`src/rtl/sc_nadder_seq_if.sv`:
```
// rtl/sc_nadder_seq_if.sv - stream/handshake bundle for the stochastic N-input scaled adder
// ones_count exists only when SC_NADDER_ACCUM_EN is defined.
interface sc_nadder_seq_if #(
    parameter int INPUT_STREAMS = 8
`ifdef SC_NADDER_ACCUM_EN
    ,
    parameter int CNT_WIDTH     = 9
`endif
);
    logic                     start;
    logic                     sel_mode;
    logic [INPUT_STREAMS-1:0] x;
    logic                     in_valid;
    logic                     out;
    logic                     out_valid;
    logic                     busy;
    logic                     done;
`ifdef SC_NADDER_ACCUM_EN
    logic [CNT_WIDTH-1:0]     ones_count;

    modport master (
        output start, sel_mode, x, in_valid,
        input  out, out_valid, busy, done, ones_count
    );

    modport slave (
        input  start, sel_mode, x, in_valid,
        output out, out_valid, busy, done, ones_count
    );
`else
    modport master (
        output start, sel_mode, x, in_valid,
        input  out, out_valid, busy, done
    );

    modport slave (
        input  start, sel_mode, x, in_valid,
        output out, out_valid, busy, done
    );
`endif
endinterface

```
`src/rtl/sc_nadder_seq.sv`:
```
// rtl/sc_nadder_seq.sv - sequential stochastic N-input scaled adder, round-robin or LFSR select
// Optional ones accumulator enabled by defining SC_NADDER_ACCUM_EN.
module sc_nadder_seq #(
    parameter int          INPUT_STREAMS = 8,
    parameter int          SELECT_WIDTH  = 3,
    parameter int          STREAM_LEN    = 256,
    parameter int          CNT_WIDTH     = 9,
    parameter logic [15:0] LFSR_SEED     = 16'hACE1
) (
    input  logic                clk,
    input  logic                rst,
    sc_nadder_seq_if.slave      bus
);

    localparam logic [15:0]             SEED_EFF = (LFSR_SEED == 16'h0000) ? 16'hACE1 : LFSR_SEED;
    localparam logic [SELECT_WIDTH-1:0] IDX_N    = SELECT_WIDTH'(INPUT_STREAMS);
    localparam logic [SELECT_WIDTH-1:0] IDX_LAST = SELECT_WIDTH'(INPUT_STREAMS - 1);
    localparam logic [CNT_WIDTH-1:0]    CNT_LAST = CNT_WIDTH'(STREAM_LEN - 1);

    typedef enum logic [1:0] {
        S_IDLE = 2'd0,
        S_RUN  = 2'd1,
        S_DONE = 2'd2
    } state_t;

    state_t                  state;
    logic                    mode;
    logic [SELECT_WIDTH-1:0] sel;
    logic [CNT_WIDTH-1:0]    bit_cnt;
    logic [15:0]             lfsr;

    logic [SELECT_WIDTH-1:0] lfsr_r;
    logic [SELECT_WIDTH-1:0] lfsr_idx;
    logic [SELECT_WIDTH-1:0] sel_idx;
    logic                    lfsr_fb;
    logic                    accept;
    logic                    last_bit;
    logic                    start_ok;
    logic                    x_bit;

    always_comb begin
        lfsr_r   = lfsr[SELECT_WIDTH-1:0];
        // Out-of-range LFSR indices fold back by N; biased for non-power-of-2 N.
        lfsr_idx = (int'(lfsr_r) >= INPUT_STREAMS) ? (lfsr_r - IDX_N) : lfsr_r;
        sel_idx  = mode ? lfsr_idx : sel;
        x_bit    = bus.x[sel_idx];
        lfsr_fb  = lfsr[15] ^ lfsr[13] ^ lfsr[12] ^ lfsr[10];
        accept   = (state == S_RUN) && bus.in_valid;
        last_bit = (bit_cnt == CNT_LAST);
        start_ok = bus.start && ((state == S_IDLE) || (state == S_DONE));
    end

    always_ff @(posedge clk) begin
        if (rst) begin
            state         <= S_IDLE;
            mode          <= 1'b0;
            sel           <= '0;
            bit_cnt       <= '0;
            lfsr          <= SEED_EFF;
            bus.out       <= 1'b0;
            bus.out_valid <= 1'b0;
            bus.busy      <= 1'b0;
            bus.done      <= 1'b0;
`ifdef SC_NADDER_ACCUM_EN
            bus.ones_count <= '0;
`endif
        end else begin
            bus.out_valid <= accept;
            bus.done      <= 1'b0;
            if (accept) begin
                bus.out <= x_bit;
            end

`ifdef SC_NADDER_ACCUM_EN
            // Counted on the same edge that registers out, so the total is final with done.
            if (start_ok) begin
                bus.ones_count <= '0;
            end else if (accept && x_bit) begin
                bus.ones_count <= bus.ones_count + 1'b1;
            end
`endif

            if (start_ok) begin
                state    <= S_RUN;
                bus.busy <= 1'b1;
                mode     <= bus.sel_mode;
                sel      <= '0;
                bit_cnt  <= '0;
                lfsr     <= SEED_EFF;
            end else begin
                case (state)
                    S_RUN: begin
                        if (accept) begin
                            bit_cnt <= bit_cnt + 1'b1;
                            sel     <= (sel == IDX_LAST) ? '0 : sel + 1'b1;
                            lfsr    <= {lfsr[14:0], lfsr_fb};
                            if (last_bit) begin
                                state    <= S_DONE;
                                bus.busy <= 1'b0;
                                bus.done <= 1'b1;
                            end
                        end
                    end
                    S_DONE: begin
                        state <= S_IDLE;
                    end
                    default: begin
                        state <= S_IDLE;
                    end
                endcase
            end
        end
    end

endmodule
```
`src/flat_wrapper.sv`:
```
// flat-port wrapper written by rule: the top's interface ports become plain ports
module sc_nadder_seq_flat 
#(
    parameter int          INPUT_STREAMS = 8,
    parameter int          SELECT_WIDTH  = 3,
    parameter int          STREAM_LEN    = 256,
    parameter int          CNT_WIDTH     = 9,
    parameter logic [15:0] LFSR_SEED     = 16'hACE1
)
  (clk, rst, bus_start, bus_sel_mode, bus_x, bus_in_valid, bus_out, bus_out_valid, bus_busy, bus_done);
  sc_nadder_seq_if #(.INPUT_STREAMS(INPUT_STREAMS)) bus_i ();
  input  logic clk;
  input  logic rst;
  input wire logic [$bits(bus_i.start)-1:0] bus_start;
  input wire logic [$bits(bus_i.sel_mode)-1:0] bus_sel_mode;
  input wire logic [$bits(bus_i.x)-1:0] bus_x;
  input wire logic [$bits(bus_i.in_valid)-1:0] bus_in_valid;
  output wire logic [$bits(bus_i.out)-1:0] bus_out;
  output wire logic [$bits(bus_i.out_valid)-1:0] bus_out_valid;
  output wire logic [$bits(bus_i.busy)-1:0] bus_busy;
  output wire logic [$bits(bus_i.done)-1:0] bus_done;
  assign bus_i.start = bus_start;
  assign bus_i.sel_mode = bus_sel_mode;
  assign bus_i.x = bus_x;
  assign bus_i.in_valid = bus_in_valid;
  assign bus_out = bus_i.out;
  assign bus_out_valid = bus_i.out_valid;
  assign bus_busy = bus_i.busy;
  assign bus_done = bus_i.done;
  sc_nadder_seq #(.INPUT_STREAMS(INPUT_STREAMS), .SELECT_WIDTH(SELECT_WIDTH), .STREAM_LEN(STREAM_LEN), .CNT_WIDTH(CNT_WIDTH), .LFSR_SEED(LFSR_SEED)) u_core (.clk(clk), .rst(rst), .bus(bus_i));
endmodule
```
`config.mk`:
```
export PLATFORM = sky130hd
export DESIGN_NAME = sc_nadder_seq_flat
export DESIGN_NICKNAME = d
export VERILOG_FILES = /design/src/rtl/sc_nadder_seq_if.sv /design/src/rtl/sc_nadder_seq.sv /design/src/flat_wrapper.sv
export SDC_FILE = /design/constraint.sdc
export NUM_CORES = 1
export LEC_CHECK = 0
export ABC_AREA = 1
export CORE_UTILIZATION = 40
export CTS_BUF_LIST = sky130_fd_sc_hd__clkbuf_4 sky130_fd_sc_hd__clkbuf_8 sky130_fd_sc_hd__clkbuf_16
export DETAILED_ROUTE_END_ITERATION = 7
export GPL_ROUTABILITY_DRIVEN = 0
export GPL_TIMING_DRIVEN = 0
export PLACE_DENSITY = 0.65
export SYNTH_ARGS = -nofsm -noshare
export SYNTH_HDL_FRONTEND = slang
export SYNTH_SLANG_ARGS = --single-unit
```
`constraint.sdc`:
```
create_clock -name clk -period 3.8 [get_ports clk]
set_input_delay 0.76 -clock clk [delete_from_list [all_inputs] [get_ports clk]]
set_output_delay 0.76 -clock clk [all_outputs]
set_load 0.05 [all_outputs]
```
==> impl_metrics.tcl <==
set metrics [dict create \
    status "complete, no violations" \
    place_area_um2 1730 \
    grt.total_usage_pct 16.4 \
    grt_pass1_vias 1120 \
    final_cell_area_um2 1820 \
    synth_commonest_cells "dfxtp_1 (35), inv_1 (30), nand2_1 (28)" \
    diodes 0 \
    drcViolationCount 0 \
    relSlewSlack_pct 67.4 \
    internal-power_uw 561 \
    cts_tree "yes" \
    critPathKind "register to output pin" \
    finalMaxSlewViolations 0 \
    timing.max_cap.violations 0 \
    dp_slack_ps 1700 \
    crit_path_cell_trace "clkdlybuf4s50_1" \
    path_buf_inv 1 \
    syn-cell-area_um2 1510 \
    fp.coreArea_um2 3470 \
    r2r-start "u_core.bit_cnt[0]" \
    area_growth_pct 20.2 \
    stdcell_count 273 \
    max_clock_freq_ghz 0.459 \
    min_from "u_core.lfsr[9]" \
    leakagePower_nw 0.777 \
    synthCells 204 \
    avgSynthCellArea_um2 7.42 \
    placed_cells 266 \
    numCtsBuffers 5 \
    layout.nets 244 \
    die_y_um 63.5 \
    wire_per_inst_um 10.7 \
    setup_viol 0 \
    timing.rr.end "u_core.bus.busy" \
    wirelength_um 2930 \
    min_period_ps 2180 \
    yosys_most_used_dff "dfxtp_1" \
    pwr-share-clk_pct 36.3 \
    grt_overflow 0 \
    startpoint_type "register" \
    yosysMostFrequentCell "dfxtp_1" \
    hp-class "register to register" \
    place.detailed.hpwl_um 2020 \
    vias_per_cell 4.73 \
    drt_pass1_iterations 4 \
    cp_top_family "buffers and inverters" \
    powerDensity_nw_per_um2 413 \
    slowest_delay_ps 800 \
    yosysTopAreaCellShare_pct 46.3 \
    via_count 1292 \
    crit_arrival_ps 1420 \
    portBuffers 16 \
    critPathSlowestCell "clkdlybuf4s50_1" \
    cp-end-kind "output pin" \
    fp-row-count 21 \
    synth-warning-count 0 \
    worst_slack_ps 1620 \
    setup_tns_ps 0 \
    initial_core_util_pct 43.7 \
    synth_edf_count 0 \
    combinationalPowerShare_pct 12.2 \
    post-route-period-util_pct 57.4 \
    cts.clk_slew.worst_paths_ps 70 \
    layout-drive-gt1-share_pct 8.37 \
    swShare_pct 25.4 \
    tightest_slew_ps 487 \
    p_seq_share_pct 51.5 \
    synth_cell_types 20 \
    post-route-util_pct 52.5 \
    grt_max_degree 11 \
    clk_latency_ps 290 \
    ys_ff_latch 35 \
    synthArstFlopShare_pct 0 \
    h-tree-depth 2 \
    io_pins 17 \
    cts-root-buf "clkbuf_8" \
    power_switching_uw 191 \
    cts_resized 0 \
    postCtsHoldBufs 0 \
    rrSetupSlack_ps 2410 \
    rsz0062_at_grt "no" \
    grt_pass1_wl_um 5000 \
    whs_endpoint "u_core.lfsr[9]" \
    synth_seq_area_share_pct 46.3 \
    dieArea_um2 4030 \
    clock_skew_ps 9.75 \
    timing.hold.ws_ps 450 \
    ir_drop_uv 244 \
    postCtsSetupBuffers 0 \
    cts.sinks 35 \
    hold_viol 0 \
    drt_iter0_markers 52 \
    r2r.worst_path.cells 9 \
    min_path_cells 2 \
    synth_nets 221 \
    synth.area.top_cells "dfxtp_1 (46%), o21ai_0 (8.6%), inv_1 (7.4%)" \
    path_max_fanout 2 \
    antenna_found_initial 0 \
    fill_cells 353 \
    die_w_um 63.5 \
    ant_nets 0 \
    cts_buffer_depth 2 \
    p_total_uw 751 \
    worstPathRequired_ps 3040 \
    yosysTopAreaCell "dfxtp_1" \
]
## cell type report
cell class	instances	area, um2	share of cell area (%)
inverter	31	116	6.40
timing repair buffer	16	160	8.80
clock inverter	1	5.00	0.275
buffer	8	42.5	2.34
multi-input combinational	130	654	36.0
clock buffer	6	82.6	4.54
tap	46	57.6	3.16
sequential	35	701	38.5
## flip-flops by register name, summed over array words and instances (netlist names)
name / cells
u_core.state: 2
u_core.bus.out_valid: 1
u_core.bus.done: 1
u_core.bit_cnt: 9
u_core.mode: 1
u_core.sel: 3
u_core.bus.busy: 1
u_core.lfsr: 16
u_core.bus.out: 1
## worst max-delay path by stage
stage                               start                 to  cells past startpoint
after global placement                rst     u_core.lfsr[9]                      5
after global routing       u_core.bus.out            bus_out                      1
after floorplan              bus_in_valid  u_core.bit_cnt[7]                      7
after CTS                 u_core.bus.busy           bus_busy                      1
final                     u_core.bus.busy           bus_busy                      1
after detailed placement     bus_in_valid  u_core.bit_cnt[7]                      8
## cells by family (layout without fill, tap and decap cells)
group | Yosys count | in the layout | synth area share, %
flops | 35 | 35 | 46.3
xor+xnor | 3 | 3 | 1.74
fa+ha+maj | 4 | 4 | 3.31
compound gates | 49 | 49 | 16.4
buf+inv | 39 | 62 | 10.5
simple gates | 74 | 74 | 21.8
## power groups by stage
| stage | registers (mW) | logic, mW | clock network [mW] |
|---|---|---|---|
| CTS | 0.387 | 0.0931 | 0.280 |
| global placement | 0.395 | 0.0922 | 0 |
| finish | 0.387 | 0.0918 | 0.272 |
| detailed placement | 0.395 | 0.0925 | 0 |
| global route | 0.389 | 0.105 | 0.297 |
| floorplan | 0.401 | 0.0548 | 0 |
## layout by cell type (no fill, tap or decap), drive strengths merged
cell type,count
a21oi,22
buf,8
clkbuf,6
clkdlybuf4s50,16
clkinv,1
dfxtp,35
ha,4
inv,31
nand2,29
nand3,19
nand3b,1
nand4,1
nor2,20
nor3,2
nor3b,2
o21a,1
o21ai,26
xnor2,3
## per-layer routing
metal,global-route usage (%),wire [um]
met5,0,0
met4,7.67,55
met3,6.34,180
met2,24.5,1200
met1,20.7,1500
Note: power is estimated with default switching activity, not from simulation.
